`config.mk`:
```
export PLATFORM = sky130hd
export DESIGN_NAME = add_subb_serial
export DESIGN_NICKNAME = d
export VERILOG_FILES = /design/src/rtl/add_subb_serial_pkg.sv /design/src/rtl/add_subb_serial_chunk.sv /design/src/rtl/add_subb_serial.sv
export SDC_FILE = /design/constraint.sdc
export NUM_CORES = 1
export LEC_CHECK = 0
export CAP_MARGIN = 10
export CORE_UTILIZATION = 50
export DETAILED_ROUTE_END_ITERATION = 10
export PLACE_DENSITY = 0.81
export SLEW_MARGIN = 20
export SYNTH_ARGS = -nofsm -noshare
export SYNTH_HDL_FRONTEND = slang
export SYNTH_HIERARCHICAL = 1
export SYNTH_SLANG_ARGS = --single-unit
```
`constraint.sdc`:
```
create_clock -name clk -period 4.55 [get_ports clk]
set_clock_uncertainty 0.1 [all_clocks]
set_input_delay 0.455 -clock clk [delete_from_list [all_inputs] [get_ports clk]]
set_output_delay 0.455 -clock clk [all_outputs]
set_load 0.02 [all_outputs]
```
`src/rtl/add_subb_serial_pkg.sv`:
```
// Shared types and constants for the chunk-serial add/subtract unit.
// Holds the FSM state encoding, the inter-chunk carry width and the counter sizing helper.
package add_subb_serial_pkg;

    typedef enum logic [1:0] {
        ST_IDLE = 2'd0,
        ST_RUN  = 2'd1,
        ST_DONE = 2'd2
    } state_t;

    // Two negated operands can push the running carry up to 2.
    localparam int CW = 2;

    function automatic int idx_width(input int n);
        return (n > 1) ? $clog2(n) : 1;
    endfunction

endpackage

```
`src/rtl/add_subb_serial_chunk.sv`:
```
// One W-bit slice of the serial adder: optional inversion of each operand plus a 2-bit carry in.
// The widened sum exposes carries up to 2, which occur when both operands are inverted.
module add_subb_serial_chunk
    import add_subb_serial_pkg::*;
#(
    parameter int W = 8
) (
    input  logic [W-1:0]  a,
    input  logic [W-1:0]  b,
    input  logic          subb_a,
    input  logic          subb_b,
    input  logic [CW-1:0] cin,
    output logic [W-1:0]  s,
    output logic [CW-1:0] cout
);

    logic [W-1:0]    a_sel;
    logic [W-1:0]    b_sel;
    logic [W+CW-1:0] sum;

    assign a_sel = subb_a ? ~a : a;
    assign b_sel = subb_b ? ~b : b;
    assign sum   = {{CW{1'b0}}, a_sel} + {{CW{1'b0}}, b_sel} + {{W{1'b0}}, cin};

    assign s    = sum[W-1:0];
    assign cout = sum[W+CW-1:W];

endmodule

```
`src/rtl/add_subb_serial.sv`:
```
// Chunk-serial signed add/subtract: s = (+/-a) + (+/-b) mod 2^(N*W), one W-bit chunk per clock, LSB first.
// Operands are captured on the accept edge; the result is held on a valid/ready port until taken.
module add_subb_serial
    import add_subb_serial_pkg::*;
#(
    parameter int W = 8,
    parameter int N = 4
) (
    input  logic           clk,
    input  logic           rst_n,
    input  logic           in_valid,
    output logic           in_ready,
    input  logic           subb_a,
    input  logic           subb_b,
    input  logic [N*W-1:0] a,
    input  logic [N*W-1:0] b,
    output logic           out_valid,
    input  logic           out_ready,
    output logic [N*W-1:0] s,
    output logic           c
);

    localparam int NW = N * W;
    localparam int IW = idx_width(N);
    localparam logic [IW-1:0] LAST_IDX = IW'(N - 1);

    state_t state;
    state_t state_next;

    logic [NW-1:0] a_reg;
    logic [NW-1:0] b_reg;
    logic [NW-1:0] s_reg;
    logic          subb_a_reg;
    logic          subb_b_reg;
    logic [IW-1:0] idx;
    logic [CW-1:0] carry;
    logic          c_reg;

    logic [W-1:0]  chunk_a;
    logic [W-1:0]  chunk_b;
    logic [W-1:0]  chunk_s;
    logic [CW-1:0] chunk_cout;

    logic accept;
    logic release_out;
    logic last_chunk;

    assign in_ready    = (state == ST_IDLE);
    assign out_valid   = (state == ST_DONE);
    assign accept      = in_valid & in_ready;
    assign release_out = out_valid & out_ready;
    assign last_chunk  = (idx == LAST_IDX);

    assign chunk_a = a_reg[int'(idx) * W +: W];
    assign chunk_b = b_reg[int'(idx) * W +: W];

    add_subb_serial_chunk #(
        .W (W)
    ) u_chunk (
        .a      (chunk_a),
        .b      (chunk_b),
        .subb_a (subb_a_reg),
        .subb_b (subb_b_reg),
        .cin    (carry),
        .s      (chunk_s),
        .cout   (chunk_cout)
    );

    always_ff @(posedge clk) begin
        if (!rst_n) begin
            state <= ST_IDLE;
        end else begin
            state <= state_next;
        end
    end

    always_comb begin
        state_next = state;
        case (state)
            ST_IDLE: if (accept)      state_next = ST_RUN;
            ST_RUN:  if (last_chunk)  state_next = ST_DONE;
            ST_DONE: if (release_out) state_next = ST_IDLE;
            default:                  state_next = ST_IDLE;
        endcase
    end

    // Seeding the carry with the negate flags completes the two's complement of inverted operands.
    always_ff @(posedge clk) begin
        if (!rst_n) begin
            a_reg      <= '0;
            b_reg      <= '0;
            s_reg      <= '0;
            subb_a_reg <= 1'b0;
            subb_b_reg <= 1'b0;
            idx        <= '0;
            carry      <= '0;
            c_reg      <= 1'b0;
        end else if (accept) begin
            a_reg      <= a;
            b_reg      <= b;
            subb_a_reg <= subb_a;
            subb_b_reg <= subb_b;
            idx        <= '0;
            carry      <= CW'(subb_a) + CW'(subb_b);
        end else if (state == ST_RUN) begin
            s_reg[int'(idx) * W +: W] <= chunk_s;
            carry                     <= chunk_cout;
            idx                       <= idx + IW'(1);
            if (last_chunk) begin
                c_reg <= |chunk_cout;
            end
        end
    end

    assign s = s_reg;
    assign c = c_reg;

endmodule

```
==> results.sh, run 1 <==
export IMPL_outcome="finished clean"
export IMPL_num_fill_cells=749
export IMPL_cts_root_to_sink_buffers=2
export IMPL_endpoint_kind="flip-flop"
export IMPL_synth_seq_area_share=0.440
export IMPL_tritonroute_pass_1_iters=5
export IMPL_dp_worst_setup_slack_ns=0.575
export IMPL_path_depth=13
export IMPL_drt_drc_violations_left=0
export IMPL_max_stage_delay_ns=0.77
export IMPL_syn_instance_count=516
export IMPL_reported_leakage_power_nw=2.31
export IMPL_n_antenna_cell=0
export IMPL_dr_total_vias=3989
export IMPL_layout_cell_share_with_drive_strength_beyond_1=0.0854
export IMPL_syn_nets=608
export IMPL_largest_net_degree_at_the_start_of_global_routing=67
export IMPL_finalCriticalPeriod_ns=3.97
export IMPL_grt_overflow=0
export IMPL_clock_sinks=105
export IMPL_clockRootBuffer="sky130_fd_sc_hd__clkbuf_8"
export IMPL_multi_input_comb_area_sq_mm=0.00247
export IMPL_drv_slew=0
export IMPL_worstPathArrival_ns=4.14
export IMPL_synth_edff_count=0
export IMPL_io_pins=105
export IMPL_timing_max_cap_violations=0
export IMPL_critical_path_n_buffers_inverters=2
export IMPL_hpwlAfterDp_microns=8460
export IMPL_fin_crit_sh=0.872
export IMPL_vias_in_the_first_global_route=3847
export IMPL_worst_path_setup_slack_after_routing_ns=0.582
export IMPL_io_buffers=104
export IMPL_power_switching_mw=0.594
export IMPL_final_setup_viol_count=0
export IMPL_worst_hold_path_type="reg2reg"
export IMPL_core_region_area_sq_mm=0.00924
export IMPL_cts_post_setup_buffers_inserted=0
export IMPL_power_density_mw_per_mm2=325
export IMPL_crit_required_ns=4.73
export IMPL_synthArstFlopShare=0
export IMPL_power_switching_share=0.303
export IMPL_rsz0062_at_grt="no"
export IMPL_number_of_buffers_created_by_cts=9
export IMPL_antenna_found_initial=0
export IMPL_timing_rr_start="idx[0]"
export IMPL_critPathTopFamily="adder cells"
export IMPL_report_final_hold_viol_count=0
export IMPL_chipWidth_microns=99.8
export IMPL_design_final_nets=696
export IMPL_critical_path_startpoint="idx[0]"
export IMPL_hold_path_start="a_reg[3]"
export IMPL_hold_ws_ns=0.360
export IMPL_dr_first_iter_drc_count=214
export IMPL_final_cell_mix="150 x sky130_fd_sc_hd__nand2_1, 105 x sky130_fd_sc_hd__dfxtp_1, 104 x sky130_fd_sc_hd__clkdlybuf4s50_1"
export IMPL_yosysTopAreaCellShare=0.440
export IMPL_timing_setup_critical_path_class="reg2reg"
export IMPL_r2r_cells=13
export IMPL_fp_dieArea_sq_mm=0.00996
export IMPL_timing_slew_headroom=0.503
export IMPL_combined_flip_flop_and_latch_cell_area_sq_mm=0.00210
export IMPL_worst_pin_slew_ns=0.744
export IMPL_placementRows=35
export IMPL_routed_wl_microns=11200
export IMPL_grt_first_pass_wirelength_microns=18300
export IMPL_r2r_end="carry[1]"
export IMPL_seq_power_share=0.511
export IMPL_yosys_register_bits=105
export IMPL_ff2ff_setup_slack_ns=0.58
export IMPL_syn_avg_cell_area_sq_um=9.27
export IMPL_peak_fanout_along_the_critical_path=12
export IMPL_synth_top_cell_by_area="sky130_fd_sc_hd__dfxtp_1"
export IMPL_cts_repair_resize_count=0
export IMPL_synthFlopType="sky130_fd_sc_hd__dfxtp_1"
export IMPL_cts_htree_levels=3
export IMPL_crit_end="carry[1]"
export IMPL_initial_core_util=0.518
export IMPL_gp_congestion=0.870
export IMPL_critical_path_cell_sequence="mux4_2 -> xnor2_1 -> fa_1 -> inv_1 -> ha_1 -> fa_1 -> a21oi_1 -> or2_0 -> a21boi_1 -> o21a_1 -> inv_1 -> a21oi_1 -> o221a_2"
export IMPL_die_height_microns=99.8
export IMPL_path_clk_slew_ns=0.11
export IMPL_wl_per_cell_microns=15.1
export IMPL_synth_warnings=6
export IMPL_critical_path_startpoint_type="flip-flop"
export IMPL_ys_types=48
export IMPL_viasPerCell=5.41
export IMPL_internal_cell_power_mw=1.37
export IMPL_detail_route_antenna_nets=0
export IMPL_totalNegativeSetupSlack_ns=0
export IMPL_cts_hold_buffers_added=0
export IMPL_combinationalPowerShare=0.210
export IMPL_worstSkewPairLatency_ns=0.37
export IMPL_grt_total_usage=0.236
export IMPL_max_clock_freq_mhz=252
export IMPL_synthToLayoutAreaGrowth_pct=26.3
export IMPL_layout_commonest_cell="sky130_fd_sc_hd__nand2_1"
export IMPL_vdd_drop_max_mv=0.220
export IMPL_synth_cell_area_sq_mm=0.00478
export IMPL_cts_tree="done"
export IMPL_netlist_top_cells_area="sky130_fd_sc_hd__dfxtp_1 44%, sky130_fd_sc_hd__nand2_1 12%, sky130_fd_sc_hd__a21oi_1 8.2%"
export IMPL_cp_slowest_cell="sky130_fd_sc_hd__dfxtp_1"
export IMPL_power_clock_fraction=0.279
-- metal layers --
metal | track usage | wire length, microns | share of wire | up-vias
met5 | 0 | 0 | 0 | -
met4 | 0.0860 | 240 | 0.021 | 0
met3 | 0.0501 | 527 | 0.047 | 27
met2 | 0.385 | 5390 | 0.48 | 106
met1 | 0.309 | 5020 | 0.45 | 1888
li1 | - | - | - | 1968
-- through the flow --
step	area, sq um	total power, mW	cells	util
4_1_cts	6040	1.97	738	0.654
6_report	6040	1.96	738	0.654
3_5_place_dp	5860	1.43	722	0.634
2_1_floorplan	4780	1.28	516	-
5_1_grt	6040	2.05	738	0.654
3_3_place_gp	5860	1.42	722	0.634
-- worst register-to-register path, delay by kind of cell (launching register included) --
family,cells,cell delay (ns)
AOI/OAI and AO/OA,5,0.82
xor gates and xnor gates,1,0.17
adders and majority gates,3,1.13
buffers and inverters,2,0.09
DFF,1,0.77
muxes,1,0.61
and+or+nand+nor,1,0.18
-- power by group through the flow --
| stage | combinational [mW] | clock, mW | sequential [mW] |
|---|---|---|---|
| after floorplan | 0.266 | 0 | 1.01 |
| after global placement | 0.395 | 0 | 1.02 |
| after detailed placement | 0.411 | 0 | 1.02 |
| after CTS | 0.414 | 0.557 | 1.00 |
| after global routing | 0.453 | 0.588 | 1.01 |
| final | 0.413 | 0.549 | 1.00 |
-- synth_stat cells (all sizes together) (2+ instances only) --
| master | number |
|---|---|
| nand2 | 151 |
| dfxtp | 105 |
| a21oi | 80 |
| buf | 23 |
| ha | 19 |
| o2bb2ai | 19 |
| xor2 | 17 |
| mux4 | 16 |
| clkbuf | 10 |
| inv | 10 |
| a32o | 8 |
| nand2b | 5 |
| nor2 | 5 |
| a22o | 4 |
| nor3b | 4 |
| fa | 3 |
| nand3 | 3 |
| nand4 | 3 |
| nor2b | 3 |
| o221a | 3 |
| xnor2 | 3 |
| a21o | 2 |
| nand3b | 2 |
| nor3 | 2 |
| nor4 | 2 |
| o211ai | 2 |
| o21ai | 2 |
-- area by class of cell --
class	count	share of cell area
Clock buffer	10	0.0211
Multi-Input combinational cell	368	0.409
Clock inverter	6	0.00932
Tap cell	129	0.0267
Timing Repair Buffer	110	0.180
Inverter	10	0.00621
Sequential cell	105	0.348
-- worst min-delay path by stage --
stage                       to  slack, ns  depth (start not counted)
finish                a_reg[3]       0.36                          2
global route         a_reg[26]       0.37                          2
CTS                  a_reg[26]       0.36                          2
detailed placement   a_reg[26]       0.35                          2
global placement     a_reg[15]       0.34                          2
floorplan           subb_a_reg       0.33                          2
-- kinds of logic (layout without fill, tap and decap cells) --
family / Yosys count / after routing / share of synthesized area
multiplexers: 16 / 16 / 0.0754
AND/OR/NAND/NOR: 187 / 187 / 0.176
XOR/XNOR: 20 / 20 / 0.0366
buffers and inverters: 43 / 136 / 0.0453
AO/OA/AOI/OAI: 123 / 123 / 0.165
flip-flops: 105 / 105 / 0.440
adder cells (fa/ha/maj): 22 / 22 / 0.0623
Note: power is estimated with default switching activity, not from simulation.
==> inputs of run 2 (changes only) <==
clock period = 3.7 ns   (was 4.55 ns; I/O delays follow)
==> run 2 against run 1 <==
  * Setup slack lost 0.37 ns
  * Global-route usage up 0.28 points
  * Sequential power is 23% higher
  * Critical path depth is the same
  * Cell count rose by 0.95%
==> results.sh, run 2 (synthesis results as in run 1) <==
export IMPL_dr_first_iter_drc_count=187
export IMPL_gp_congestion=0.824
export IMPL_dr_total_vias=4002
export IMPL_max_clock_freq_mhz=287
export IMPL_reported_leakage_power_nw=2.36
export IMPL_placementRows=35
export IMPL_cts_hold_buffers_added=0
export IMPL_largest_net_degree_at_the_start_of_global_routing=67
export IMPL_power_total_mw=2.43
export IMPL_grt_overflow=0
export IMPL_cts_root_to_sink_buffers=2
export IMPL_viasPerCell=5.37
export IMPL_wl_per_cell_microns=15.4
export IMPL_n_antenna_cell=0
export IMPL_drv_slew=0
export IMPL_report_final_hold_viol_count=0
export IMPL_synthToLayoutAreaGrowth_pct=27.5
export IMPL_chipWidth_microns=99.8
export IMPL_power_clock_fraction=0.282
export IMPL_timing_max_cap_violations=0
export IMPL_cts_repair_resize_count=0
export IMPL_cts_htree_levels=3
export IMPL_cts_tree="done"
export IMPL_seq_power_share=0.505
export IMPL_power_switching_mw=0.744
export IMPL_num_fill_cells=754
export IMPL_finalCriticalPeriod_ns=3.49
export IMPL_internal_cell_power_mw=1.69
export IMPL_initial_core_util=0.518
export IMPL_worstSkewPairLatency_ns=0.37
export IMPL_crit_required_ns=3.87
export IMPL_combinationalPowerShare=0.213
export IMPL_fp_dieArea_sq_mm=0.00996
export IMPL_peak_fanout_along_the_critical_path=7
export IMPL_vdd_drop_max_mv=0.266
export IMPL_layout_commonest_cell="sky130_fd_sc_hd__nand2_1"
export IMPL_routed_wl_microns=11500
export IMPL_final_setup_viol_count=0
export IMPL_io_buffers=104
export IMPL_grt_first_pass_wirelength_microns=18500
export IMPL_fin_crit_sh=0.943
export IMPL_drt_drc_violations_left=0
export IMPL_critical_path_startpoint_type="flip-flop"
export IMPL_worst_pin_slew_ns=0.682
export IMPL_rsz0062_at_grt="no"
export IMPL_timing_setup_critical_path_class="reg2reg"
export IMPL_clock_sinks=105
export IMPL_hold_ws_ns=0.359
export IMPL_outcome="finished clean"
export IMPL_final_cell_mix="150 x sky130_fd_sc_hd__nand2_1, 104 x sky130_fd_sc_hd__dfxtp_1, 104 x sky130_fd_sc_hd__clkdlybuf4s50_1"
export IMPL_power_density_mw_per_mm2=399
export IMPL_timing_slew_headroom=0.546
export IMPL_number_of_buffers_created_by_cts=9
export IMPL_clockRootBuffer="sky130_fd_sc_hd__clkbuf_8"
export IMPL_path_clk_slew_ns=0.10
export IMPL_worst_hold_path_type="reg2reg"
export IMPL_cts_post_setup_buffers_inserted=0
export IMPL_antenna_found_initial=0
export IMPL_endpoint_kind="flip-flop"
export IMPL_design_final_nets=703
export IMPL_detail_route_antenna_nets=0
export IMPL_grt_total_usage=0.238
export IMPL_io_pins=105
export IMPL_core_region_area_sq_mm=0.00924
export IMPL_power_switching_share=0.305
export IMPL_tritonroute_pass_1_iters=4
export IMPL_vias_in_the_first_global_route=3798
export IMPL_worstPathArrival_ns=3.66
export IMPL_totalNegativeSetupSlack_ns=0
export IMPL_layout_cell_share_with_drive_strength_beyond_1=0.0974
export IMPL_hpwlAfterDp_microns=8640
export IMPL_die_height_microns=99.8
run 2: changes by cell type in the layout (fill, tap and decap cells not counted), sizes merged:
cell	before	now
clkinv	1	2
clkinvlp	1	0
buf	6	13
run 2: worst paths after layout:
path / start / end / slack (ns) / depth (start not counted)
worst min register to register: a_reg[17] / a_reg[17] / 0.36 / 2
worst max register to register: idx[0] / carry[1] / 0.21 / 13
worst min-delay path: a_reg[17] / a_reg[17] / 0.36 / 2
worst max-delay path: idx[0] / carry[1] / 0.21 / 13
run 2: cell type report:
class | count | area [sq um] | share of cell area
inverters | 10 | 37.5 | 0.00616
clock inverters | 6 | 57.6 | 0.00944
clock buffers | 10 | 128 | 0.0209
multi-input cells | 368 | 2470 | 0.405
flip-flops and latches | 105 | 2110 | 0.345
well taps | 129 | 161 | 0.0265
repair buffers | 117 | 1140 | 0.187
run 2: power groups by stage:
| stage | clock network (mW) | logic [mW] | registers, mW |
|---|---|---|---|
| final | 0.686 | 0.520 | 1.23 |
| after global routing | 0.738 | 0.567 | 1.24 |
| after CTS | 0.693 | 0.517 | 1.23 |
| after detailed placement | 0 | 0.514 | 1.25 |
| after global placement | 0 | 0.498 | 1.25 |
| after floorplan | 0 | 0.327 | 1.25 |
run 2: routing by layer:
layer / global-route usage / wire length [microns] / vias to the layer above
li1: - / - / 1985
met1: 0.325 / 5180 / 1891
met2: 0.395 / 5620 / 117
met3: 0.0460 / 537 / 9
met4: 0.0520 / 120 / 0
met5: 0 / 0 / -
run 2: per-stage QoR:
| step | utilization | cells | setup slack, ns | cell area [sq um] |
|---|---|---|---|---|
| 6_report | 0.660 | 745 | 0.212 | 6100 |
| 5_1_grt | 0.660 | 745 | 0.0395 | 6100 |
| 4_1_cts | 0.660 | 745 | 0.0473 | 6090 |
| 3_5_place_dp | 0.640 | 729 | 0.0724 | 5910 |
| 3_3_place_gp | 0.640 | 729 | 0.190 | 5910 |
| 2_1_floorplan | - | 516 | 0.0422 | 4780 |
run 2: worst max-delay path, cell delays in order, from the launching register on:
cell and delay, ns:
sky130_fd_sc_hd__dfxtp_4 0.42, sky130_fd_sc_hd__mux4_2 0.52, sky130_fd_sc_hd__xnor2_1 0.17, sky130_fd_sc_hd__fa_1 0.51, sky130_fd_sc_hd__inv_1 0.04, sky130_fd_sc_hd__ha_1 0.21
sky130_fd_sc_hd__fa_1 0.42, sky130_fd_sc_hd__a21oi_1 0.21, sky130_fd_sc_hd__or2_0 0.16, sky130_fd_sc_hd__a21boi_1 0.08, sky130_fd_sc_hd__o21a_1 0.19, sky130_fd_sc_hd__inv_1 0.05
sky130_fd_sc_hd__a21oi_1 0.06, sky130_fd_sc_hd__o221a_2 0.26
==> inputs of run 3 (changes only) <==
CAP_MARGIN = 20   (was 10)
==> results of run 3 <==
Same layout as run 2: the final DEF is identical, and so are final timing and power.
